[config.mk]
export PLATFORM = sky130hd
export DESIGN_NAME = traffic_timer
export DESIGN_NICKNAME = d
export VERILOG_FILES = /design/src/rtl/traffic_timer.sv
export SDC_FILE = /design/constraint.sdc
export NUM_CORES = 1
export LEC_CHECK = 0
export CAP_MARGIN = 25
export CORE_AREA = 5 5 42 44
export DETAILED_ROUTE_END_ITERATION = 7
export DIE_AREA = 0 0 47 49
export GPL_ROUTABILITY_DRIVEN = 0
export MAX_ROUTING_LAYER = met4
export PLACE_DENSITY = 0.67
export SETUP_SLACK_MARGIN = 0.05
export SLEW_MARGIN = 15
export SYNTH_ARGS = -nofsm -noshare
export SYNTH_HDL_FRONTEND = slang
export SYNTH_SLANG_ARGS = --single-unit
export TNS_END_PERCENT = 20
[constraint.sdc]
create_clock -name clk -period 2.2 [get_ports clk]
set_input_delay 0.55 -clock clk [delete_from_list [all_inputs] [get_ports clk]]
set_output_delay 0.55 -clock clk [all_outputs]
set_load 0.03 [all_outputs]
[src/rtl/traffic_timer.sv]
// Interval timer for the highway/farm-road light controller: prescaled tick, saturating
// elapsed counter, and short/long expiry flags. Define TRAFFIC_TIMER_CFG_EN to add runtime thresholds.
module traffic_timer #(
  parameter int CLK_DIV     = 4,
  parameter int SHORT_TICKS = 3,
  parameter int LONG_TICKS  = 8,
  parameter int CNT_W       = 8
) (
  input  logic             clk,
  input  logic             reset,
  input  logic             st,
`ifdef TRAFFIC_TIMER_CFG_EN
  input  logic             cfg_we,
  input  logic [CNT_W-1:0] cfg_short,
  input  logic [CNT_W-1:0] cfg_long,
  output logic             cfg_err,
`endif
  output logic             ts,
  output logic             tl,
  output logic             tick,
  output logic [CNT_W-1:0] elapsed
);

  localparam int               PS_W      = (CLK_DIV > 1) ? $clog2(CLK_DIV) : 1;
  localparam logic [PS_W-1:0]  PS_LAST   = PS_W'(CLK_DIV - 1);
  localparam logic [CNT_W-1:0] CNT_MAX   = {CNT_W{1'b1}};
  localparam logic [CNT_W-1:0] SHORT_DEF = CNT_W'(SHORT_TICKS);
  localparam logic [CNT_W-1:0] LONG_DEF  = CNT_W'(LONG_TICKS);

  logic [PS_W-1:0]  presc_q, presc_d;
  logic [CNT_W-1:0] elapsed_q, elapsed_d;
  logic [CNT_W-1:0] short_thr, long_thr;

  assign tick = (presc_q == PS_LAST);

  // NOTE: every always_comb output gets a default first so no path can infer a latch.
  always_comb begin
    presc_d   = presc_q + PS_W'(1);
    elapsed_d = elapsed_q;
    if (st) begin
      // Restart wins over a coincident tick; that tick is simply dropped.
      presc_d   = '0;
      elapsed_d = '0;
    end else if (tick) begin
      presc_d = '0;
      if (elapsed_q != CNT_MAX) elapsed_d = elapsed_q + CNT_W'(1);
    end
  end

  // NOTE: state registers use non-blocking assignments so all flops update together at the edge.
  always_ff @(posedge clk) begin
    if (reset) begin
      presc_q   <= '0;
      elapsed_q <= '0;
    end else begin
      presc_q   <= presc_d;
      elapsed_q <= elapsed_d;
    end
  end

`ifdef TRAFFIC_TIMER_CFG_EN
  logic [CNT_W-1:0] short_thr_q, long_thr_q;
  logic             cfg_err_q;
  logic             cfg_valid;

  assign cfg_valid = (cfg_short != '0) && (cfg_long > cfg_short);

  // A write never touches the counter, so the flags can move as soon as thresholds change.
  always_ff @(posedge clk) begin
    if (reset) begin
      short_thr_q <= SHORT_DEF;
      long_thr_q  <= LONG_DEF;
      cfg_err_q   <= 1'b0;
    end else begin
      cfg_err_q <= cfg_we && !cfg_valid;
      if (cfg_we && cfg_valid) begin
        short_thr_q <= cfg_short;
        long_thr_q  <= cfg_long;
      end
    end
  end

  assign short_thr = short_thr_q;
  assign long_thr  = long_thr_q;
  assign cfg_err   = cfg_err_q;
`else
  assign short_thr = SHORT_DEF;
  assign long_thr  = LONG_DEF;
`endif

  // Flags decode only registered state, so there is no loop through the controller's st logic.
  assign ts      = (elapsed_q >= short_thr);
  assign tl      = (elapsed_q >= long_thr);
  assign elapsed = elapsed_q;

endmodule

Word-level counts from Yosys, hierarchy flattened. Cells that the tools add are included. Widths: inputs -> output; s select.

Add/subtract/negate cells: 2. $mul: 0. Div/mod/pow operators: 0. $lt $le $gt $ge: 2. Eq/ne operators: 2. Shifts and indexed selects: 0. Muxes and demuxes: 0. Bitwise gates (word level): 0. Reductions and logical operators: 3.

Operators with widths (count): $add 8x1->8 const B (1); $ge 8x2->1 const B (1); $ge 8x4->1 const B (1); $ne 8x8->1 const B (1); $reduce_or 3->1 (1); $add 2x1->2 const B (1); $eq 2x2->1 const B (1); $reduce_and 2->1 (1); $reduce_or 2->1 (1).

Bits in registers: 10. Latch bits: 0. Bits in writable memories: 0. Bits in read-only memories: 0. Bits of input ports: 3. Output and inout port bits: 11. Logic and storage cells: 11. Memories kept: 0.

Longest topological paths before layout.
Word-level depth: 2. Depth in mapped cells: 4. Depth with buffers taken out: 4.

Worst setup path before layout. Ideal clock, no wire load.

Path kind: register -> output. Start: register elapsed_q[6] (netlist: elapsed[6]). End: output ts. Data arrival time: 1.375 ns. Required time: 1.650 ns. Setup slack: 0.275 ns. Cell stages (with the launch flop): 4. Buffers on the path: 0. Cells stage by stage: dfxtp_1 > nor3_1 > nand2_1 > or3_1.

Word-level cells in the longest chain between the ends: 1.

RTL lines: start, declared (line 31) `logic [CNT_W-1:0] elapsed_q, elapsed_d;`; start signal, assigned (line 57) `elapsed_q <= elapsed_d;`; $ge 8x2->1 (line 92) `assign ts = (elapsed_q >= short_thr);`; end, declared (line 18) `output logic ts,`.

Every way passes these cells.

Worst setup path after layout.
Start: register presc_q[0]. End: output tick.

Word-level cells in the longest chain between the ends: 1.

RTL lines: start, declared (line 30) `logic [PS_W-1:0] presc_q, presc_d;`; start signal, assigned (line 56) `presc_q <= presc_d;`; $eq 2x2->1 (line 34) `assign tick = (presc_q == PS_LAST);`; end, declared (line 20) `output logic tick,`.

Every way passes these cells.

==> reports/metrics.csv <==
stage,metric,value,unit
detailed_routing,dr_wl_met3,59,um
power_and_ir_drop,total_power,0.3651,mW
global_routing,grt.overflow.total,0,
clock_network,htreeDepth,1,
critical_path,cp_data_required_time,1.65,ns
logic_synthesis,ys.warnings.count,0,
critical_path,cpPeakStageDelay,0.68,ns
layout,final_nets,84,
layout,antenna_cells,0,
critical_path,crit_type,flop to primary output,
critical_path,path_cells,ha_1 > clkdlybuf4s50_1,
layout,finalInstanceArea,728.2,sq um
placement,dp_cells,89,
clock_network,cts-root-buf,clkbuf_4,
clock_network,cts_tree,yes,
logic_synthesis,synth_nets,63,
power_and_ir_drop,leakage,0.2907,nW
timing,hold_viol_final,0,
detailed_routing,drc,0,
logic_synthesis,synth_compound_area_frac,0.1490,
logic_synthesis,yosysMostFrequentCell,dfxtp_1,
logic_synthesis,synth_edf_count,0,
global_routing,grt_pass1_vias,416,
timing,max_freq,489.8,MHz
logic_synthesis,netlist_top_cells_count,"10 x dfxtp_1, 8 x nand2_1, 4 x a31oi_1, 4 x nor3_1, 3 x ha_1",
power_and_ir_drop,pwr-share-clk,0.461,
timing,drv_slew,0,
global_routing,grt_max_degree,9,
detailed_routing,drtIter0Drc,13,
clock_network,clock_path_buffers,2,
clock_network,cts.clk_slew.worst_paths,0.07,ns
global_routing,grt_antenna_before_repair,0,
logic_synthesis,ys_ff_latch,10,
layout,area.growth.synth_to_final,39.90,%
detailed_routing,wl,1.174,mm
logic_synthesis,ys_seq_area_frac,0.3846,
power_and_ir_drop,p_sw_frac,0.2053,
die,fp.dieW,47,um
die,num_rows,14,
timing,setup_ws,0.1586,ns
die,io_pins,14,
power_and_ir_drop,peakVddDrop,0.0003857,V
layout,drive_gt1_frac,0.2208,
die,core,1401,sq um
placement,pre_cts_slack,0.1529,ns
clock_network,clock_sinks,10,
logic_synthesis,yosysTopAreaCell,dfxtp_1,
critical_path,critPathMaxFanout,2,
timing,fin_crit_sh,0.9279,
placement,dp_hpwl,865.7,um
clock_network,cts_made_buffers,3,
timing,max_slew.worst_pin.slew,0.3662,ns
detailed_routing,drtAntennaViolNets,0,
power_and_ir_drop,p_comb_frac,0.036,
layout,utilization,0.5196,
die,die_area,2303,sq um
logic_synthesis,synth_top_family_by_area,simple AND/OR/NAND/NOR gates,
critical_path,crit_path_end_kind,primary output,
timing,fin_worst_hold_slack,0.4465,ns
flow_run,cap_viol_max_count,0,
detailed_routing,vias_per_cell,5.258,
clock_network,clk_latency,0.27,ns
critical_path,slowest_stage,clkdlybuf4s50_1,
critical_path,crit_path_start_kind,flop,
logic_synthesis,netlist.area_leader.share,0.3846,
global_routing,grt_pass1_wl,1.897,mm
placement,dpl_cell_area,696.9,sq um
timing,rsz0062_at_grt,yes,
die,die_y,49,um
detailed_routing,vias,489,
detailed_routing,wl_per_cell,12.62,um
logic_synthesis,syn_area_per_cell,9.132,sq um
detailed_routing,dr.max_layer_used,met4,
power_and_ir_drop,p_seq_frac,0.503,
timing,setup_viol,0,
power_and_ir_drop,internal_power,0.2901,mW
detailed_routing,wl_met1,554,um
global_routing,grt_usage,0.1171,
logic_synthesis,synth_mux_area_frac,0.03846,
logic_synthesis,ys.flop_type,dfxtp_1,
logic_synthesis,synthXorXnorAreaFrac,0,
critical_path,crit_buf_inv,1,
logic_synthesis,synth_area,520.5,sq um
layout,fill_cells,141,
logic_synthesis,syn_inst,57,
detailed_routing,wl_met2,522,um
power_and_ir_drop,p_sw,0.07496,mW
die,initial_core_util,0.3714,
detailed_routing,first_pass_iters,4,
status,outcome,completed,
layout,instances_no_fill,93,
critical_path,path_delay_family,buffers and inverters,
power_and_ir_drop,power.density,501.3,nW/um^2
logic_synthesis,ys_types,27,
logic_synthesis,synth_fa_ha_area_frac,0.07212,
worst_hold_path,worstHoldPathType,flop to flop,
timing,slew_headroom,0.7550,
timing,tns,0,ns
clock_network,postCtsSetupBuffers,0,
logic_synthesis,postSynth.asyncResetShare,0,
logic_synthesis,synthSimpleGateAreaFrac,0.3197,
logic_synthesis,ys_top_cells_by_area,"dfxtp_1 38%, ha_1 7.2%, nand2_1 5.8%",
timing,skew,0.001803,ns
critical_path,arrival,1.49,ns
placement,numPortBuffers,13,
timing,fin_crit,2.041,ns
-- cell usage in the layout (no fill, tap or decap) --
master	instances
nor3_2	1
nor3b_1	1
a21boi_2	1
and4bb_1	1
and4_1	1
clkbuf_8	1
or2_2	1
inv_1	2
a41oi_1	1
clkdlybuf4s50_1	12
a31oi_1	4
and3_1	2
clkbuf_2	1
or3_1	1
a211oi_2	1
nor3_1	4
dfxtp_1	10
buf_4	5
clkbuf_4	3
and4_2	1
a21oi_1	2
nor2b_1	1
nand2_1	8
nor2_1	2
and4bb_2	1
and4_4	1
o21ai_0	2
ha_1	3
nand3_1	1
mux2i_1	2
-- kinds of logic after synthesis --
group,Yosys count
compound gates,11
mux,2
flops,10
buf+inv,4
fa+ha+maj,3
simple gates,27
-- area by class of cell --
cell class / instances / area, sq um / share of cell area
Timing Repair Buffer: 18 / 162.7 / 0.2234
Inverter: 2 / 7.507 / 0.01031
Tap cell: 16 / 20.02 / 0.02749
Multi-Input combinational cell: 43 / 301.5 / 0.4141
Sequential cell: 10 / 200.2 / 0.2749
Clock buffer: 4 / 36.28 / 0.04983
-- worst register-to-register path, stage by stage, from the launching register on --
cell and delay (ns):
dfxtp_1 0.34, ha_1 0.22, buf_4 0.15, and4_4 0.21, a21boi_2 0.21, mux2i_1 0.21
-- path summary, 6_finish.rpt --
| path | from | end | depth (start not counted) | slack (ns) |
|---|---|---|---|---|
| setup / recovery | presc_q[0]$_SDFF_PP0_ | tick | 2 | 0.16 |
| hold / removal | presc_q[0]$_SDFF_PP0_ | presc_q[0]$_SDFF_PP0_ | 1 | 0.45 |
| setup reg to reg | elapsed[0]$_SDFFE_PP0P_ | elapsed[0]$_SDFFE_PP0P_ | 5 | 0.79 |
| hold reg to reg | presc_q[0]$_SDFF_PP0_ | presc_q[0]$_SDFF_PP0_ | 1 | 0.45 |
-- sequential cells by signal, summed over array words and instances (netlist names) --
register and count:
elapsed 8, presc_q 2
-- power by group through the flow --
stage | Combinational, mW | Clock, mW | Sequential [mW]
2_1_floorplan | 0.00724 | 0 | 0.188
3_3_place_gp | 0.0128 | 0 | 0.188
3_5_place_dp | 0.0133 | 0 | 0.188
4_1_cts | 0.0134 | 0.171 | 0.184
5_1_grt | 0.0142 | 0.184 | 0.184
6_report | 0.0131 | 0.168 | 0.184
-- metal layers --
| layer | global-route usage | vias up |
|---|---|---|
| met2 | 0.1584 | 12 |
| li1 | - | 252 |
| met1 | 0.1498 | 220 |
| met5 | - | - |
| met3 | 0.03321 | 5 |
| met4 | 0.06912 | 0 |
-- what timing repair did --
item                       in CTS  in global routing
hold buffers                    0                  0
resized for setup               1                  2
setup endpoints to repair       1                  2
Power figures use the tool's default switching activity.
